<file path="config.mk">
export PLATFORM = sky130hd
export DESIGN_NAME = ttt_game_ctrl
export DESIGN_NICKNAME = d
export VERILOG_FILES = /design/src/rtl/ttt_pkg.sv /design/src/rtl/ttt_win_check.sv /design/src/rtl/ttt_game_ctrl.sv
export SDC_FILE = /design/constraint.sdc
export NUM_CORES = 1
export LEC_CHECK = 0
export ABC_AREA = 1
export CAP_MARGIN = 20
export CORE_MARGIN = 5
export CORE_UTILIZATION = 49
export DETAILED_ROUTE_END_ITERATION = 12
export GPL_ROUTABILITY_DRIVEN = 0
export MAX_ROUTING_LAYER = met4
export PLACE_DENSITY = 0.75
export SETUP_SLACK_MARGIN = 0.3
export SLEW_MARGIN = 20
export SYNTH_ARGS = -nofsm -noshare
export SYNTH_HDL_FRONTEND = slang
export SYNTH_SLANG_ARGS = --single-unit
</file>
<file path="constraint.sdc">
create_clock -name clk -period 4.66 [get_ports clk]
set_input_delay 0.699 -clock clk [delete_from_list [all_inputs] [get_ports clk]]
set_output_delay 0.699 -clock clk [all_outputs]
set_load 0.05 [all_outputs]
</file>
<file path="src/rtl/ttt_pkg.sv">
// Shared definitions for the tic-tac-toe game controller:
// screen geometry, cell/winner codes, FSM states and the win-line table.
package ttt_pkg;

    localparam int H_MAX = 639;
    localparam int V_MAX = 479;
    localparam int BX0   = 170;
    localparam int BY0   = 90;
    localparam int CELL  = 100;

    localparam logic [9:0] CUR_X0 = 10'd320;
    localparam logic [9:0] CUR_Y0 = 10'd240;
    localparam logic [3:0] OFF_BOARD = 4'd9;

    typedef enum logic [1:0] {
        CELL_EMPTY = 2'b00,
        CELL_X     = 2'b01,
        CELL_O     = 2'b10
    } cell_t;

    typedef enum logic [1:0] {
        WIN_NONE = 2'b00,
        WIN_X    = 2'b01,
        WIN_O    = 2'b10,
        WIN_DRAW = 2'b11
    } winner_t;

    typedef enum logic [1:0] {
        S_START  = 2'd0,
        S_PLAY   = 2'd1,
        S_CHECK  = 2'd2,
        S_RESULT = 2'd3
    } state_t;

    // Rows, columns, then the two diagonals.
    localparam logic [0:7][0:2][3:0] WIN_LINES = '{
        '{4'd0, 4'd1, 4'd2},
        '{4'd3, 4'd4, 4'd5},
        '{4'd6, 4'd7, 4'd8},
        '{4'd0, 4'd3, 4'd6},
        '{4'd1, 4'd4, 4'd7},
        '{4'd2, 4'd5, 4'd8},
        '{4'd0, 4'd4, 4'd8},
        '{4'd2, 4'd4, 4'd6}
    };

    // Column/row index along one axis, 3 = off the board.
    // A pixel on a shared edge goes to the lower-index cell.
    function automatic logic [1:0] axis_cell(
        input logic [9:0] p,
        input logic [9:0] base
    );
        logic [10:0] v;
        logic [10:0] b;
        v = {1'b0, p};
        b = {1'b0, base};
        if (v < b)
            axis_cell = 2'd3;
        else if (v <= b + 11'(CELL))
            axis_cell = 2'd0;
        else if (v <= b + 11'(2 * CELL))
            axis_cell = 2'd1;
        else if (v <= b + 11'(3 * CELL))
            axis_cell = 2'd2;
        else
            axis_cell = 2'd3;
    endfunction

endpackage

</file>
<file path="src/rtl/ttt_win_check.sv">
// Combinational board evaluator: reports a completed line for
// either player and whether every cell is occupied.
module ttt_win_check
    import ttt_pkg::*;
(
    input  logic [17:0] i_board,
    output logic        o_win_x,
    output logic        o_win_o,
    output logic        o_full
);

    logic [1:0] w_a;
    logic [1:0] w_b;
    logic [1:0] w_c;

    always_comb begin
        o_win_x = 1'b0;
        o_win_o = 1'b0;
        o_full  = 1'b1;
        w_a     = 2'b00;
        w_b     = 2'b00;
        w_c     = 2'b00;
        for (int l = 0; l < 8; l++) begin
            w_a = i_board[2 * int'(WIN_LINES[l][0]) +: 2];
            w_b = i_board[2 * int'(WIN_LINES[l][1]) +: 2];
            w_c = i_board[2 * int'(WIN_LINES[l][2]) +: 2];
            if (w_a == CELL_X && w_b == CELL_X && w_c == CELL_X)
                o_win_x = 1'b1;
            if (w_a == CELL_O && w_b == CELL_O && w_c == CELL_O)
                o_win_o = 1'b1;
        end
        for (int i = 0; i < 9; i++) begin
            if (i_board[2 * i +: 2] == CELL_EMPTY)
                o_full = 1'b0;
        end
    end

endmodule

</file>
<file path="src/rtl/ttt_game_ctrl.sv">
// Tic-tac-toe controller: integrates mouse packets into a cursor,
// turns left clicks into moves and sequences start/play/result screens.
module ttt_game_ctrl
    import ttt_pkg::*;
(
    input  logic        clk,
    input  logic        reset,
    input  logic [8:0]  xm,
    input  logic [8:0]  ym,
    input  logic [2:0]  btnm,
    input  logic        m_done_tick,
    output logic [9:0]  cursor_x,
    output logic [9:0]  cursor_y,
    output logic [3:0]  hover_cell,
    output logic [17:0] board,
    output logic        turn,
    output logic [1:0]  winner,
    output logic        ceSS,
    output logic        cePS,
    output logic        ceWS,
    output logic        move_tick
);

    logic [9:0]  r_cx;
    logic [9:0]  r_cy;
    logic        r_prev_left;
    state_t      r_state;
    logic [17:0] r_board;
    logic        r_turn;
    logic [1:0]  r_winner;
    logic        r_move_tick;
    logic        r_ss;
    logic        r_ps;
    logic        r_ws;

    logic signed [10:0] w_nx;
    logic signed [10:0] w_ny;
    logic [9:0]  w_cx_clamp;
    logic [9:0]  w_cy_clamp;
    logic        w_left_press;
    logic [1:0]  w_col;
    logic [1:0]  w_row;
    logic [3:0]  w_hover;
    logic        w_cell_free;
    logic        w_win_x;
    logic        w_win_o;
    logic        w_full;
    state_t      w_state_nxt;
    logic [17:0] w_board_nxt;
    logic        w_turn_nxt;
    logic [1:0]  w_winner_nxt;
    logic        w_tick_nxt;
    logic        w_unused_btn;

    assign w_unused_btn = &{1'b0, btnm[2:1]};

    // Movement in 11-bit signed so over/underflow is visible before clamping.
    assign w_nx = $signed({1'b0, r_cx}) + $signed({{2{xm[8]}}, xm});
    assign w_ny = $signed({1'b0, r_cy}) - $signed({{2{ym[8]}}, ym});

    always_comb begin
        w_cx_clamp = w_nx[9:0];
        if (w_nx < 0)
            w_cx_clamp = 10'd0;
        else if (w_nx > 11'sd639)
            w_cx_clamp = 10'(H_MAX);
        w_cy_clamp = w_ny[9:0];
        if (w_ny < 0)
            w_cy_clamp = 10'd0;
        else if (w_ny > 11'sd479)
            w_cy_clamp = 10'(V_MAX);
    end

    assign w_left_press = m_done_tick & btnm[0] & ~r_prev_left;

    assign w_col = axis_cell(r_cx, 10'(BX0));
    assign w_row = axis_cell(r_cy, 10'(BY0));

    always_comb begin
        w_hover = OFF_BOARD;
        if (w_col != 2'd3 && w_row != 2'd3)
            w_hover = {2'b00, w_row} * 4'd3 + {2'b00, w_col};
    end

    always_comb begin
        w_cell_free = 1'b0;
        for (int i = 0; i < 9; i++) begin
            if (w_hover == 4'(i) && r_board[2 * i +: 2] == CELL_EMPTY)
                w_cell_free = 1'b1;
        end
    end

    ttt_win_check u_win_check (
        .i_board (r_board),
        .o_win_x (w_win_x),
        .o_win_o (w_win_o),
        .o_full  (w_full)
    );

    always_comb begin
        w_state_nxt  = r_state;
        w_board_nxt  = r_board;
        w_turn_nxt   = r_turn;
        w_winner_nxt = r_winner;
        w_tick_nxt   = 1'b0;
        unique case (r_state)
            S_START: begin
                if (w_left_press) begin
                    w_state_nxt  = S_PLAY;
                    w_board_nxt  = '0;
                    w_turn_nxt   = 1'b0;
                    w_winner_nxt = WIN_NONE;
                end
            end
            S_PLAY: begin
                if (w_left_press && w_cell_free) begin
                    w_board_nxt[{w_hover, 1'b0} +: 2] =
                        r_turn ? CELL_O : CELL_X;
                    w_tick_nxt  = 1'b1;
                    w_state_nxt = S_CHECK;
                end
            end
            S_CHECK: begin
                if (w_win_x) begin
                    w_winner_nxt = WIN_X;
                    w_state_nxt  = S_RESULT;
                end else if (w_win_o) begin
                    w_winner_nxt = WIN_O;
                    w_state_nxt  = S_RESULT;
                end else if (w_full) begin
                    w_winner_nxt = WIN_DRAW;
                    w_state_nxt  = S_RESULT;
                end else begin
                    w_turn_nxt  = ~r_turn;
                    w_state_nxt = S_PLAY;
                end
            end
            S_RESULT: begin
                if (w_left_press) begin
                    w_state_nxt  = S_START;
                    w_board_nxt  = '0;
                    w_turn_nxt   = 1'b0;
                    w_winner_nxt = WIN_NONE;
                end
            end
        endcase
    end

    always_ff @(posedge clk) begin
        if (reset)
            r_state <= S_START;
        else
            r_state <= w_state_nxt;
    end

    always_ff @(posedge clk) begin
        if (reset) begin
            r_cx        <= CUR_X0;
            r_cy        <= CUR_Y0;
            r_prev_left <= 1'b0;
            r_board     <= '0;
            r_turn      <= 1'b0;
            r_winner    <= WIN_NONE;
            r_move_tick <= 1'b0;
            r_ss        <= 1'b1;
            r_ps        <= 1'b0;
            r_ws        <= 1'b0;
        end else begin
            if (m_done_tick) begin
                r_cx        <= w_cx_clamp;
                r_cy        <= w_cy_clamp;
                r_prev_left <= btnm[0];
            end
            r_board     <= w_board_nxt;
            r_turn      <= w_turn_nxt;
            r_winner    <= w_winner_nxt;
            r_move_tick <= w_tick_nxt;
            // Enables track the state register exactly; CHECK stays on the play screen.
            r_ss        <= (w_state_nxt == S_START);
            r_ps        <= (w_state_nxt == S_PLAY) || (w_state_nxt == S_CHECK);
            r_ws        <= (w_state_nxt == S_RESULT);
        end
    end

    assign cursor_x   = r_cx;
    assign cursor_y   = r_cy;
    assign hover_cell = w_hover;
    assign board      = r_board;
    assign turn       = r_turn;
    assign winner     = r_winner;
    assign ceSS       = r_ss;
    assign cePS       = r_ps;
    assign ceWS       = r_ws;
    assign move_tick  = r_move_tick;

endmodule

</file>
==> impl_metrics.toml, run 1 <==
[pwr]
p_int_mw = 1.33
swShare = 0.550
comb_power_share = 0.707
seqPwrFrac = 0.187
p_leak_nw = 2.23
power_switching_mw = 1.63
clockPowerShare = 0.106
p_per_area_nw_per_um2 = 593
total_power_mw = 2.96
peakVddDrop_mv = 0.220

[worst_setup_path]
worstPathCellList = "nor2_1 -> a21oi_1 -> o41ai_2 -> a311oi_1 -> o21ai_1 -> inv_1 -> fa_1 -> inv_1 -> ha_1 -> fa_2 -> inv_1 -> nor2_2 -> buf_12"
crit_top_cell = "inv_1"
worstSetupPathType = "reg -> out"
worstSetupEndpointType = "output port"
r2r-end = "board[3]"
slowest_stage = "fa_2"
cp-start-kind = "flop"
cp_data_required_time_ns = 3.96
r2r_slack_ns = 0.59
crit_fanout = 5
crit_family = "adder cells"
reg2reg_from = "cursor_y[3]"
worstPathArrival_ns = 3.44
max_stage_delay_ns = 0.59
r2r_cells = 22
crit_buf_inv = 4

[min_path]
holdPathEnd = "winner[0]"
hp-class = "reg -> reg"
min-delay-start = "winner[0]"
min_path_cells = 2

[synthesis]
yosysTopAreaCell = "dfxtp_1"
ys_top_cells_by_area = "dfxtp_1 (24%), nand2_1 (14%), ha_1 (11%), inv_1 (8.4%), nand3_1 (6.8%)"
synthFlopType = "dfxtp_1"
syn_nets = 695
synthDistinctLibCells = 40
ys_seq_area_frac = 0.238
synth_edf_count = 0
ys_ff_latch = 48
synth_common_cells = "nand2_1 (146), inv_1 (90), nor2_1 (73)"
synth_warnings = 0
synthArstFlopShare = 0
syn_avg_cell_area_um2 = 6.38
netlist_instances = 633
synth_most_common_cell = "nand2_1"
yosys.area.top_type_share = 0.238
synthesis.area_um2 = 4040

[sta]
setup_slack_ns = 0.518
tightest_slew_ns = 0.742
tns_ns = 0
slew_violations = 0
fmax_mhz = 241
hold_viol_final = 0
max_slew_margin = 0.505
rsz0062_at_grt = "false"
finalCriticalPeriod_ns = 4.14
hold_slack_ns = 0.468
finalClockSkew_ns = 0.00441
final-setup-viol-count = 0
finalCritPeriodShare = 0.889

[grt]
grt_pass1_wl_um = 17800
overflow = 0
grt_max_degree = 27
grt_usage = 0.216
antenna_found_initial = 0
first_global_vias = 4072

[cells_and_area]
drive_gt1_frac = 0.0539
area_growth_pct = 23.3
fill_cells = 765
antenna-diode-count = 0
stdcell_area_um2 = 4980
regArea_um2 = 962
multi_input_comb_area_um2 = 2680
finalNetCount = 766

[die]
dieArea_um2 = 10200
coreArea_um2 = 8130
io_pins = 73
rows = 33
initial_core_util = 0.497
die_h_um = 101
die_x_um = 101

[clock_network]
cts_tree = "built"
path_clk_slew_ns = 0.09
cts_max_path_buffers = 2
numCtsBuffers = 5
insertion_delay_ns = 0.30
clkSinkCount = 48
htree_levels = 2
clk_root_buffer_cell = "clkbuf_8"

[placement]
placed_cell_area_um2 = 4840
dpl.hpwl_um = 8350
pre_cts_slack_ns = 0.349
portBuffers = 70

[routing]
routed_wl_um = 10500
dr.pass1.iters = 4
final_antenna_net_count = 0
via_per_inst = 5.36
wl_per_cell_um = 12.9
route.detailed.drc = 0
vias = 4340
dr.first_iter.drc_count = 199

[run_status]
status = "complete, no violations"

[run]
maxCapViolCount = 0
## power by group through the flow
| stage | logic (mW) | registers (mW) | clock network [mW] |
|---|---|---|---|
| 2_1_floorplan | 1.41 | 0.723 | 0 |
| 3_3_place_gp | 2.00 | 0.558 | 0 |
| 3_5_place_dp | 2.04 | 0.562 | 0 |
| 4_1_cts | 2.04 | 0.553 | 0.318 |
| 5_1_grt | 2.32 | 0.567 | 0.334 |
| 6_report | 2.09 | 0.554 | 0.314 |
## registers in the layout (all words and copies together), names as in the netlist
signal	count
cePS	1
r_prev_left	1
ceSS	1
winner	2
cursor_y	10
r_state	2
move_tick	1
ceWS	1
board	18
cursor_x	10
turn	1
## worst max path at each step
stage                           start       endpoint  cells past startpoint
after floorplan           cursor_y[1]       board[4]                     24
after global placement    cursor_y[1]  hover_cell[3]                     13
after detailed placement  cursor_y[1]       board[2]                     22
after CTS                 cursor_y[1]  hover_cell[3]                     13
after global routing      cursor_y[1]           cePS                     23
final                     cursor_y[3]  hover_cell[2]                     13
## logic make-up (layout without fill, tap and decap cells)
group	after synthesis	count (layout)	share of synthesized area
XOR/XNOR	17	17	0.0368
AND/OR/NAND/NOR	319	319	0.346
flip-flops	48	48	0.238
buffers and inverters	104	176	0.103
AO/OA/AOI/OAI	107	107	0.152
adder cells (fa/ha/maj)	38	38	0.125
## worst min-delay path: stages (launching register included)
cell     delay, ns
dfxtp_1       0.32
nand2_1       0.06
a21oi_1       0.05
## final cells by class
| class | instances | share of cell area |
|---|---|---|
| repair buffers | 75 | 0.150 |
| clock inverters | 3 | 0.00954 |
| inverters | 93 | 0.0705 |
| clock buffers | 5 | 0.0138 |
| flip-flops and latches | 48 | 0.193 |
| well taps | 105 | 0.0264 |
| multi-input cells | 481 | 0.537 |
## through the flow
step           utilization  instances
4_1_cts              0.609        808
3_5_place_dp         0.595        800
3_3_place_gp         0.595        800
6_report             0.613        810
2_1_floorplan            -        633
5_1_grt              0.613        810
## cells in the final DEF, fill, tap and decap left out, types with 5 or more instances in the layout
cell | Yosys | final
ha_1 | 34 | 33
nand4_1 | 12 | 12
clkbuf_8 | 0 | 5
nand2_2 | 5 | 5
nor2_1 | 73 | 73
dfxtp_1 | 48 | 47
nor2_2 | 5 | 5
nor3_1 | 12 | 12
o211ai_1 | 6 | 6
inv_1 | 90 | 89
nand2_1 | 146 | 146
nand3_1 | 55 | 55
o21ai_0 | 28 | 27
clkdlybuf4s50_1 | 0 | 67
xnor2_1 | 9 | 9
xor2_1 | 8 | 8
a21oi_1 | 50 | 50
## repair_timing
| item | CTS | global route |
|---|---|---|
| pin swaps | 0 | 2 |
| setup buffers | 0 | 2 |
| gates resized for setup | 3 | 8 |
| hold buffers | 0 | 0 |
| setup endpoints to repair | 4 | 23 |
| gates cloned | 0 | 0 |
## routing by layer
layer | global-route usage | wire length (um) | up-vias
li1 | - | - | 2214
met1 | 0.259 | 4550 | 1978
met2 | 0.378 | 5140 | 134
met3 | 0.0235 | 596 | 14
met4 | 0.0705 | 182 | 0
met5 | - | 0 | -
Note: power is estimated with default switching activity, not from simulation.
==> run 2: changes to the inputs <==
SLEW_MARGIN = 10   (was 20)
==> results of run 2 <==
No change in the layout: final DEF, timing and power equal those of run 1.
